**config.mk**
```make
export PLATFORM = sky130hd
export DESIGN_NAME = adder_share_arbiter
export DESIGN_NICKNAME = d
export VERILOG_FILES = /design/src/rtl/adder_share_arbiter.sv
export SDC_FILE = /design/constraint.sdc
export NUM_CORES = 1
export LEC_CHECK = 0
export ABC_AREA = 1
export CAP_MARGIN = 20
export CORE_MARGIN = 3
export CORE_UTILIZATION = 39
export CTS_CLUSTER_DIAMETER = 50
export CTS_CLUSTER_SIZE = 25
export DETAILED_ROUTE_END_ITERATION = 10
export PLACE_DENSITY = 0.78
export SETUP_SLACK_MARGIN = 0.02
export SLEW_MARGIN = 20
export SYNTH_ARGS = -nofsm -noshare
export SYNTH_HDL_FRONTEND = slang
export SYNTH_SLANG_ARGS = --single-unit
```
**constraint.sdc**
```tcl
create_clock -name clock_100MHz -period 1.3 [get_ports clock_100MHz]
set_clock_uncertainty 0.2 [all_clocks]
set_input_delay 0.26 -clock clock_100MHz [delete_from_list [all_inputs] [get_ports clock_100MHz]]
set_output_delay 0.26 -clock clock_100MHz [all_outputs]
set_load 0.01 [all_outputs]
```
**src/rtl/adder_share_arbiter.sv**
```systemverilog
// Round-robin arbiter/sequencer sharing one WIDTH-bit adder between two requesters.
// Captures the winner's operands, holds them for ADD_LAT cycles, then latches sum/flags and pulses done.
module adder_share_arbiter #(
    parameter int WIDTH   = 4,
    parameter int ADD_LAT = 1
) (
    input  logic             clock_100MHz,
    input  logic             reset,
    input  logic             req0,
    input  logic             req1,
    input  logic [WIDTH-1:0] a0,
    input  logic [WIDTH-1:0] b0,
    input  logic [WIDTH-1:0] a1,
    input  logic [WIDTH-1:0] b1,
    output logic             gnt0,
    output logic             gnt1,
    output logic             done0,
    output logic             done1,
    output logic [WIDTH-1:0] add_a,
    output logic [WIDTH-1:0] add_b,
    input  logic [WIDTH-1:0] add_sum,
    input  logic             add_ov_s,
    input  logic             add_ov_u,
    output logic [WIDTH-1:0] res_sum,
    output logic             res_ov_s,
    output logic             res_ov_u,
    output logic             last_id,
    output logic             busy
);

    // ADD_LAT below 1 is not a legal configuration; the guard only keeps the width sane.
    localparam int CNT_W = (ADD_LAT < 1) ? 1 : $clog2(ADD_LAT + 1);

    typedef enum logic {
        IDLE = 1'b0,
        EXEC = 1'b1
    } state_t;

    state_t             state_reg, state_next;
    logic               rr_ptr_reg, rr_ptr_next;
    logic               id_reg, id_next;
    logic [CNT_W-1:0]   cnt_reg, cnt_next;
    logic [1:0]         gnt_reg, gnt_next;
    logic [1:0]         done_reg, done_next;
    logic [WIDTH-1:0]   add_a_reg, add_a_next;
    logic [WIDTH-1:0]   add_b_reg, add_b_next;
    logic [WIDTH-1:0]   res_sum_reg, res_sum_next;
    logic               res_ov_s_reg, res_ov_s_next;
    logic               res_ov_u_reg, res_ov_u_next;
    logic               last_id_reg, last_id_next;
    logic               busy_reg, busy_next;
    logic               winner;

    logic [1:0]         req_vec;
    logic [WIDTH-1:0]   a_vec [2];
    logic [WIDTH-1:0]   b_vec [2];

    assign req_vec  = {req1, req0};
    assign a_vec[0] = a0;
    assign a_vec[1] = a1;
    assign b_vec[0] = b0;
    assign b_vec[1] = b1;

    always_comb begin
        state_next    = state_reg;
        rr_ptr_next   = rr_ptr_reg;
        id_next       = id_reg;
        cnt_next      = cnt_reg;
        gnt_next      = '0;
        done_next     = '0;
        add_a_next    = add_a_reg;
        add_b_next    = add_b_reg;
        res_sum_next  = res_sum_reg;
        res_ov_s_next = res_ov_s_reg;
        res_ov_u_next = res_ov_u_reg;
        last_id_next  = last_id_reg;
        winner        = rr_ptr_reg;

        case (state_reg)
            IDLE: begin
                if (|req_vec) begin
                    // A lone requester wins outright; rr_ptr only breaks ties.
                    winner           = (&req_vec) ? rr_ptr_reg : req_vec[1];
                    gnt_next[winner] = 1'b1;
                    add_a_next       = a_vec[winner];
                    add_b_next       = b_vec[winner];
                    cnt_next         = CNT_W'(ADD_LAT);
                    id_next          = winner;
                    state_next       = EXEC;
                end
            end
            EXEC: begin
                cnt_next = cnt_reg - CNT_W'(1);
                if (cnt_reg == CNT_W'(1)) begin
                    res_sum_next      = add_sum;
                    res_ov_s_next     = add_ov_s;
                    res_ov_u_next     = add_ov_u;
                    last_id_next      = id_reg;
                    done_next[id_reg] = 1'b1;
                    rr_ptr_next       = ~id_reg;
                    state_next        = IDLE;
                end
            end
            default: state_next = IDLE;
        endcase

        busy_next = (state_next == EXEC);
    end

    always_ff @(posedge clock_100MHz or negedge reset) begin
        if (!reset) begin
            state_reg    <= IDLE;
            rr_ptr_reg   <= 1'b0;
            id_reg       <= 1'b0;
            cnt_reg      <= '0;
            gnt_reg      <= '0;
            done_reg     <= '0;
            add_a_reg    <= '0;
            add_b_reg    <= '0;
            res_sum_reg  <= '0;
            res_ov_s_reg <= 1'b0;
            res_ov_u_reg <= 1'b0;
            last_id_reg  <= 1'b0;
            busy_reg     <= 1'b0;
        end else begin
            state_reg    <= state_next;
            rr_ptr_reg   <= rr_ptr_next;
            id_reg       <= id_next;
            cnt_reg      <= cnt_next;
            gnt_reg      <= gnt_next;
            done_reg     <= done_next;
            add_a_reg    <= add_a_next;
            add_b_reg    <= add_b_next;
            res_sum_reg  <= res_sum_next;
            res_ov_s_reg <= res_ov_s_next;
            res_ov_u_reg <= res_ov_u_next;
            last_id_reg  <= last_id_next;
            busy_reg     <= busy_next;
        end
    end

    assign gnt0     = gnt_reg[0];
    assign gnt1     = gnt_reg[1];
    assign done0    = done_reg[0];
    assign done1    = done_reg[1];
    assign add_a    = add_a_reg;
    assign add_b    = add_b_reg;
    assign res_sum  = res_sum_reg;
    assign res_ov_s = res_ov_s_reg;
    assign res_ov_u = res_ov_u_reg;
    assign last_id  = last_id_reg;
    assign busy     = busy_reg;

endmodule

```
==> results of run 1 <==
-- final cells by class --
type	instances	area share, %
repair buffers	66	34.7
inverters	6	1.78
flip-flops and latches	23	37.2
well taps	28	2.27
multi-input cells	69	22.3
clock buffers	4	1.70
-- worst reg2reg max path: stages, from the launching register on --
cell and delay (ns):
dfrtp_1 0.42, buf_4 0.14, buf_4 0.12, buf_4 0.12
nand2_2 0.06, nand3_2 0.06
-- cell families (layout without fill, tap and decap cells) --
logic type / count (synthesis) / count (layout) / share of synthesized area (%)
buffers and inverters: 8 / 76 / 4.17
DFF: 23 / 23 / 61.8
and+or+nand+nor: 64 / 64 / 30.9
AOI/OAI and AO/OA: 5 / 5 / 3.09
-- metrics by stage --
stage                     hold slack, ns  setup slack [ns]  utilization [%]
after floorplan                   -0.236             0.121                -
after global placement             0.267            -0.289             68.0
after detailed placement           0.268            -0.279             68.0
after CTS                         0.0919          -0.00948             66.3
after global routing              0.0741           -0.0625             69.2
final                              0.101          -0.00234             69.2
-- synthesized netlist by cell type, drive strengths merged --
master	instances	area, um2
a21oi	3	18.8
buf	2	16.3
dfrtp	23	576
inv	6	22.5
nand2	33	131
nand3	16	80.1
nand4	8	50.1
nor2	7	26.3
o21ai	2	10.0
-- worst max-delay path by stage --
stage / startpoint / end / slack (ns) / depth (start not counted)
2_1_floorplan: busy / add_a[3] / 0.12 / 4
3_3_place_gp: req1 / add_a[3] / -0.29 / 6
3_5_place_dp: req1 / add_b[3] / -0.28 / 6
4_1_cts: add_a[1] / add_a[1] / -0.009 / 1
5_1_grt: last_id / last_id / -0.06 / 1
6_report: add_a[1] / add_a[1] / -0.002 / 1
-- metal layers --
| layer | wire length (um) | track usage (%) |
|---|---|---|
| met3 | 255 | 4.90 |
| met5 | 0 | 0 |
| met1 | 1040 | 21.7 |
| met4 | 19 | 4.56 |
| met2 | 1180 | 31.1 |
-- power groups by stage --
| stage | sequential [uW] | combinational, uW | clock (uW) |
|---|---|---|---|
| 2_1_floorplan | 1380 | 598 | 0 |
| 3_3_place_gp | 1230 | 1750 | 0 |
| 3_5_place_dp | 1240 | 1780 | 0 |
| 4_1_cts | 1210 | 1630 | 326 |
| 5_1_grt | 1250 | 1950 | 369 |
| 6_report | 1220 | 1760 | 311 |
-- timing repair --
item,CTS,global route
gates resized for setup,82,11
pin swaps,0,1
endpoints found under the hold margin,0,0
endpoints found under the setup margin,27,29
buffers inserted,4,3
==> metrics.md, run 1 <==
| Metric | Value |
|---|---|
| CP required | 0.84 ns |
| Reg2reg start | add_a[1] |
| Delay-heaviest family, CP | flip-flops |
| Crit share post-route | 100% |
| Pwr Total | 3280 uW |
| Min Tclk post-route | 1.30 ns |
| Worst r2r dst | add_a[1] |
| Initial Util | 41.7% |
| Critical-path cell list | buf_6 |
| CTS buffer count | 3 |
| FP Rows | 17 |
| # clock sinks | 23 |
| Net Switching | 1240 uW |
| Worst-Margin Slew | 0.220 ns |
| IO Port Bufs | 45 |
| Maximum fanout along the worst path | 2 |
| Int Power | 2040 uW |
| Average cell area after synthesis | 9.31 um2 |
| DR iter-0 viols | 15 |
| Buf/Inv on CP | 1 |
| Post-Synthesis Cells | 100 |
| Chip height | 54.9 um |
| # placed instances | 185 |
| Reg2Reg Setup Slack | 0.08 ns |
| Number of diodes | 0 |
| Post-CTS Hold Fix Bufs | 0 |
| CP Launch Type | flip-flop |
| Critical path type | reg -> out |
| Sequential power share | 37.0% |
| Clk slew on worst S/H paths | 0.12 ns |
| Syn. warnings | 0 |
| Detailed-route DRC error count | 0 |
| Layout Cells excl Fill | 196 |
| Post-layout net count | 195 |
| First-pass DRT Iterations | 4 |
| Status | finished with violations |
| Commonest cells after routing, fill and taps aside | nand2_1 (28), clkdlybuf4s50_1 (24), dfrtp_1 (23) |
| Clock power frac | 9.5% |
| Syn Std Cell Area | 931 um2 |
| Placeable Area | 0.00223 mm2 |
| Vias in the first global route | 932 |
| Leakage | 0.000807 uW |
| Fmax | 768 MHz |
| Gp weighted congestion | 0.796 |
| Final hold violations | 0 |
| DRT Wirelength | 2500 um |
| Multi-input gate area | 344 um2 |
| Die width | 54.9 um |
| Register area | 576 um2 |
| CTS H-tree depth | 1 |
| Synth Net Count | 126 |
| Critical path's slowest cell | dfrtp_1 |
| Yosys reg bits | 23 |
| Avg WL per Cell | 12.7 um |
| I/O pin total | 46 |
| Pins Over Slew Limit | 0 |
| Final setup viols | 1 |
| FF-to-FF path depth | 5 |
| RSZ-0062 raised after global routing | true |
| Post-route cell area | 0.00155 mm2 |
| Register area share after synthesis | 61.8% |
| Die area | 0.00301 mm2 |
| Worst min path class | in -> async |
| Peak VDD IR | 1.55 mV |
| Vias | 957 |
| Detail Route Antenna Nets | 0 |
| Initial antenna violation count | 0 |
| Synthesis-to-layout area growth | 66.0% |
| Maximum root-to-sink buffer count | 2 |
| HPWL after DPL | 1830 um |
| Fill cells | 191 |
| Vias per inst | 4.88 |
| Critical Path Sink Type | output port |
| Commonest non-fill, non-tap cell in the layout | nand2_1 |
| Pwr dens | 2120 mW/mm2 |
| Arrival time at the worst endpoint | 0.84 ns |
| Placed cell area | 0.00152 mm2 |
| Max cap viols | 0 |
| Clock root buffer | clkbuf_4 |
| Sw frac | 37.8% |
| Global-route wire length before repair | 3920 um |
| CTS tree | built |
| Synth cell types | 13 |
| Total congestion overflow | 0 |
| Largest net degree at the start of global routing | 24 |
| Gr usage total | 18.0% |
| Fraction of layout cells with a size suffix above 1 | 31.5% |
| Failing checks | setup timing |
| Slack of the critical path | -0.00234 ns |
| Critical Path Max Stage Delay | 0.42 ns |
| Setup_tns | -0.00234 ns |
| Clock latency on the worst-skew pair | 0.29 ns |
| Gate power share | 53.5% |
| Relative slew margins | 85.3% |
Note: power is estimated with default switching activity, not from simulation.
==> run 2, diff against run 1 <==
Settings changed: REMOVE_ABC_BUFFERS from default to 1.
==> metrics.md, run 2 (synthesis results as in run 1) <==
| Metric | Value |
|---|---|
| Detailed-route DRC error count | 0 |
| Buf/Inv on CP | 1 |
| CP Launch Type | flip-flop |
| Gp weighted congestion | 0.701 |
| Slack of the critical path | -0.0336 ns |
| Arrival time at the worst endpoint | 0.87 ns |
| Status | finished with violations |
| Commonest cells after routing, fill and taps aside | nand2_1 (29), clkdlybuf4s50_1 (24), dfrtp_1 (23) |
| Vias per inst | 4.94 |
| Peak VDD IR | 1.31 mV |
| Placeable Area | 0.00223 mm2 |
| Initial Util | 41.7% |
| Multi-input gate area | 345 um2 |
| Min Tclk post-route | 1.33 ns |
| Fmax | 750 MHz |
| Critical Path Max Stage Delay | 0.43 ns |
| I/O pin total | 46 |
| Sw frac | 37.9% |
| IO Port Bufs | 45 |
| Pins Over Slew Limit | 0 |
| Worst-Margin Slew | 0.237 ns |
| Fill cells | 182 |
| Pre-CTS setup slack | -0.300 ns |
| Critical-path cell list | buf_6 |
| Initial antenna violation count | 0 |
| Leakage | 0.000827 uW |
| Clk slew on worst S/H paths | 0.13 ns |
| Net Switching | 1340 uW |
| Post-CTS Hold Fix Bufs | 0 |
| # clock sinks | 23 |
| RSZ-0062 raised after global routing | true |
| Clock root buffer | clkbuf_4 |
| Die area | 0.00301 mm2 |
| Critical path type | reg -> out |
| Clock power frac | 9.2% |
| Sequential power share | 34.8% |
| CTS tree | built |
| Int Power | 2200 uW |
| Max cap viols | 0 |
| Critical path's slowest cell | dfrtp_1 |
| Worst min path class | in -> async |
| Final setup viols | 12 |
| Critical Path Sink Type | output port |
| FP Rows | 17 |
| Gr usage total | 18.0% |
| Vias in the first global route | 927 |
| Maximum root-to-sink buffer count | 2 |
| Global-route wire length before repair | 3910 um |
| Total congestion overflow | 0 |
| Relative slew margins | 84.1% |
| CP required | 0.84 ns |
| Layout Cells excl Fill | 198 |
| DR iter-0 viols | 5 |
| Post-layout util | 71.9% |
| Crit share post-route | 103% |
| First-pass DRT Iterations | 4 |
| Clock latency on the worst-skew pair | 0.29 ns |
| Chip height | 54.9 um |
| Register area | 576 um2 |
| Delay-heaviest family, CP | flip-flops |
| Synthesis-to-layout area growth | 72.6% |
| # placed instances | 184 |
| Commonest non-fill, non-tap cell in the layout | nand2_1 |
| Fraction of layout cells with a size suffix above 1 | 31.8% |
| Post-layout net count | 197 |
| Die width | 54.9 um |
| Number of diodes | 0 |
| Detail Route Antenna Nets | 0 |
| Pwr dens | 2200 mW/mm2 |
| DRT Wirelength | 2720 um |
| Gate power share | 56.1% |
| CTS H-tree depth | 1 |
| Largest net degree at the start of global routing | 24 |
| Final hold violations | 0 |
| Maximum fanout along the worst path | 2 |
| Failing checks | setup timing |
| Avg WL per Cell | 13.7 um |
| Vias | 978 |
| CTS buffer count | 3 |
| HPWL after DPL | 1870 um |
## run 2: cell count changes in the layout (fill, tap and decap cells not counted), sizes merged
cell    previous run  this run
buf               41        42
clkinv             0         1
## run 2: through the flow
| step | TNS [ns] | instance area, um2 | total power (uW) | hold WS, ns |
|---|---|---|---|---|
| global placement | -3.45 | 1520 | 3000 | 0.267 |
| CTS | -0.263 | 1490 | 3220 | 0.0990 |
| finish | -0.143 | 1610 | 3540 | 0.0929 |
| detailed placement | -3.52 | 1520 | 3060 | 0.269 |
| global route | -0.938 | 1610 | 3820 | 0.108 |
| floorplan | 0 | 915 | 1940 | -0.236 |
## run 2: layout make-up
cell class	count	share of cell area (%)
Clock inverter	1	0.312
Tap cell	28	2.18
Clock buffer	3	1.40
Inverter	6	1.87
Timing Repair Buffer	68	36.9
Sequential cell	23	35.8
Multi-Input combinational cell	69	21.5
## run 2: worst reg2reg max path, delay by kind of cell (launching register included)
kind	cells	cell delay, ns
buffers and inverters	3	0.38
DFF	1	0.39
and+or+nand+nor	2	0.25
## run 2: what timing repair did
item                                    4_1_cts  5_1_grt
pin swaps                                     0        1
hold endpoints to repair                      0        0
endpoints found under the setup margin       21       27
gates cloned                                  0        1
gates resized for setup                      81       13
setup buffers                                 5        4
## run 2: worst paths after layout
kind,from,to,slack (ns),cells after the start
worst min-delay path,reset,res_sum[1],0.09,2
worst min register to register,id_reg,done_reg[0],0.29,1
worst max-delay path,res_ov_s,res_ov_s,-0.03,1
min in group clock_100MHz,req1,add_a[0],0.21,4
worst max register to register,busy,add_b[2],0.04,5
max in group asynchronous,reset,cnt_reg,0.66,2
## run 2: routing by layer
metal | global-route usage, % | wire [um] | vias up
met3 | 4.63 | 294 | 6
met4 | 5.81 | 40 | 0
met5 | 0 | 0 | -
met1 | 22.1 | 1120 | 446
li1 | - | - | 474
met2 | 30.5 | 1260 | 52
## run 2: power groups by stage
stage | sequential (uW) | clock [uW] | combinational (uW)
5_1_grt | 1260 | 375 | 2180
6_report | 1230 | 325 | 1980
2_1_floorplan | 1380 | 0 | 559
3_3_place_gp | 1230 | 0 | 1770
4_1_cts | 1210 | 333 | 1670
3_5_place_dp | 1240 | 0 | 1820
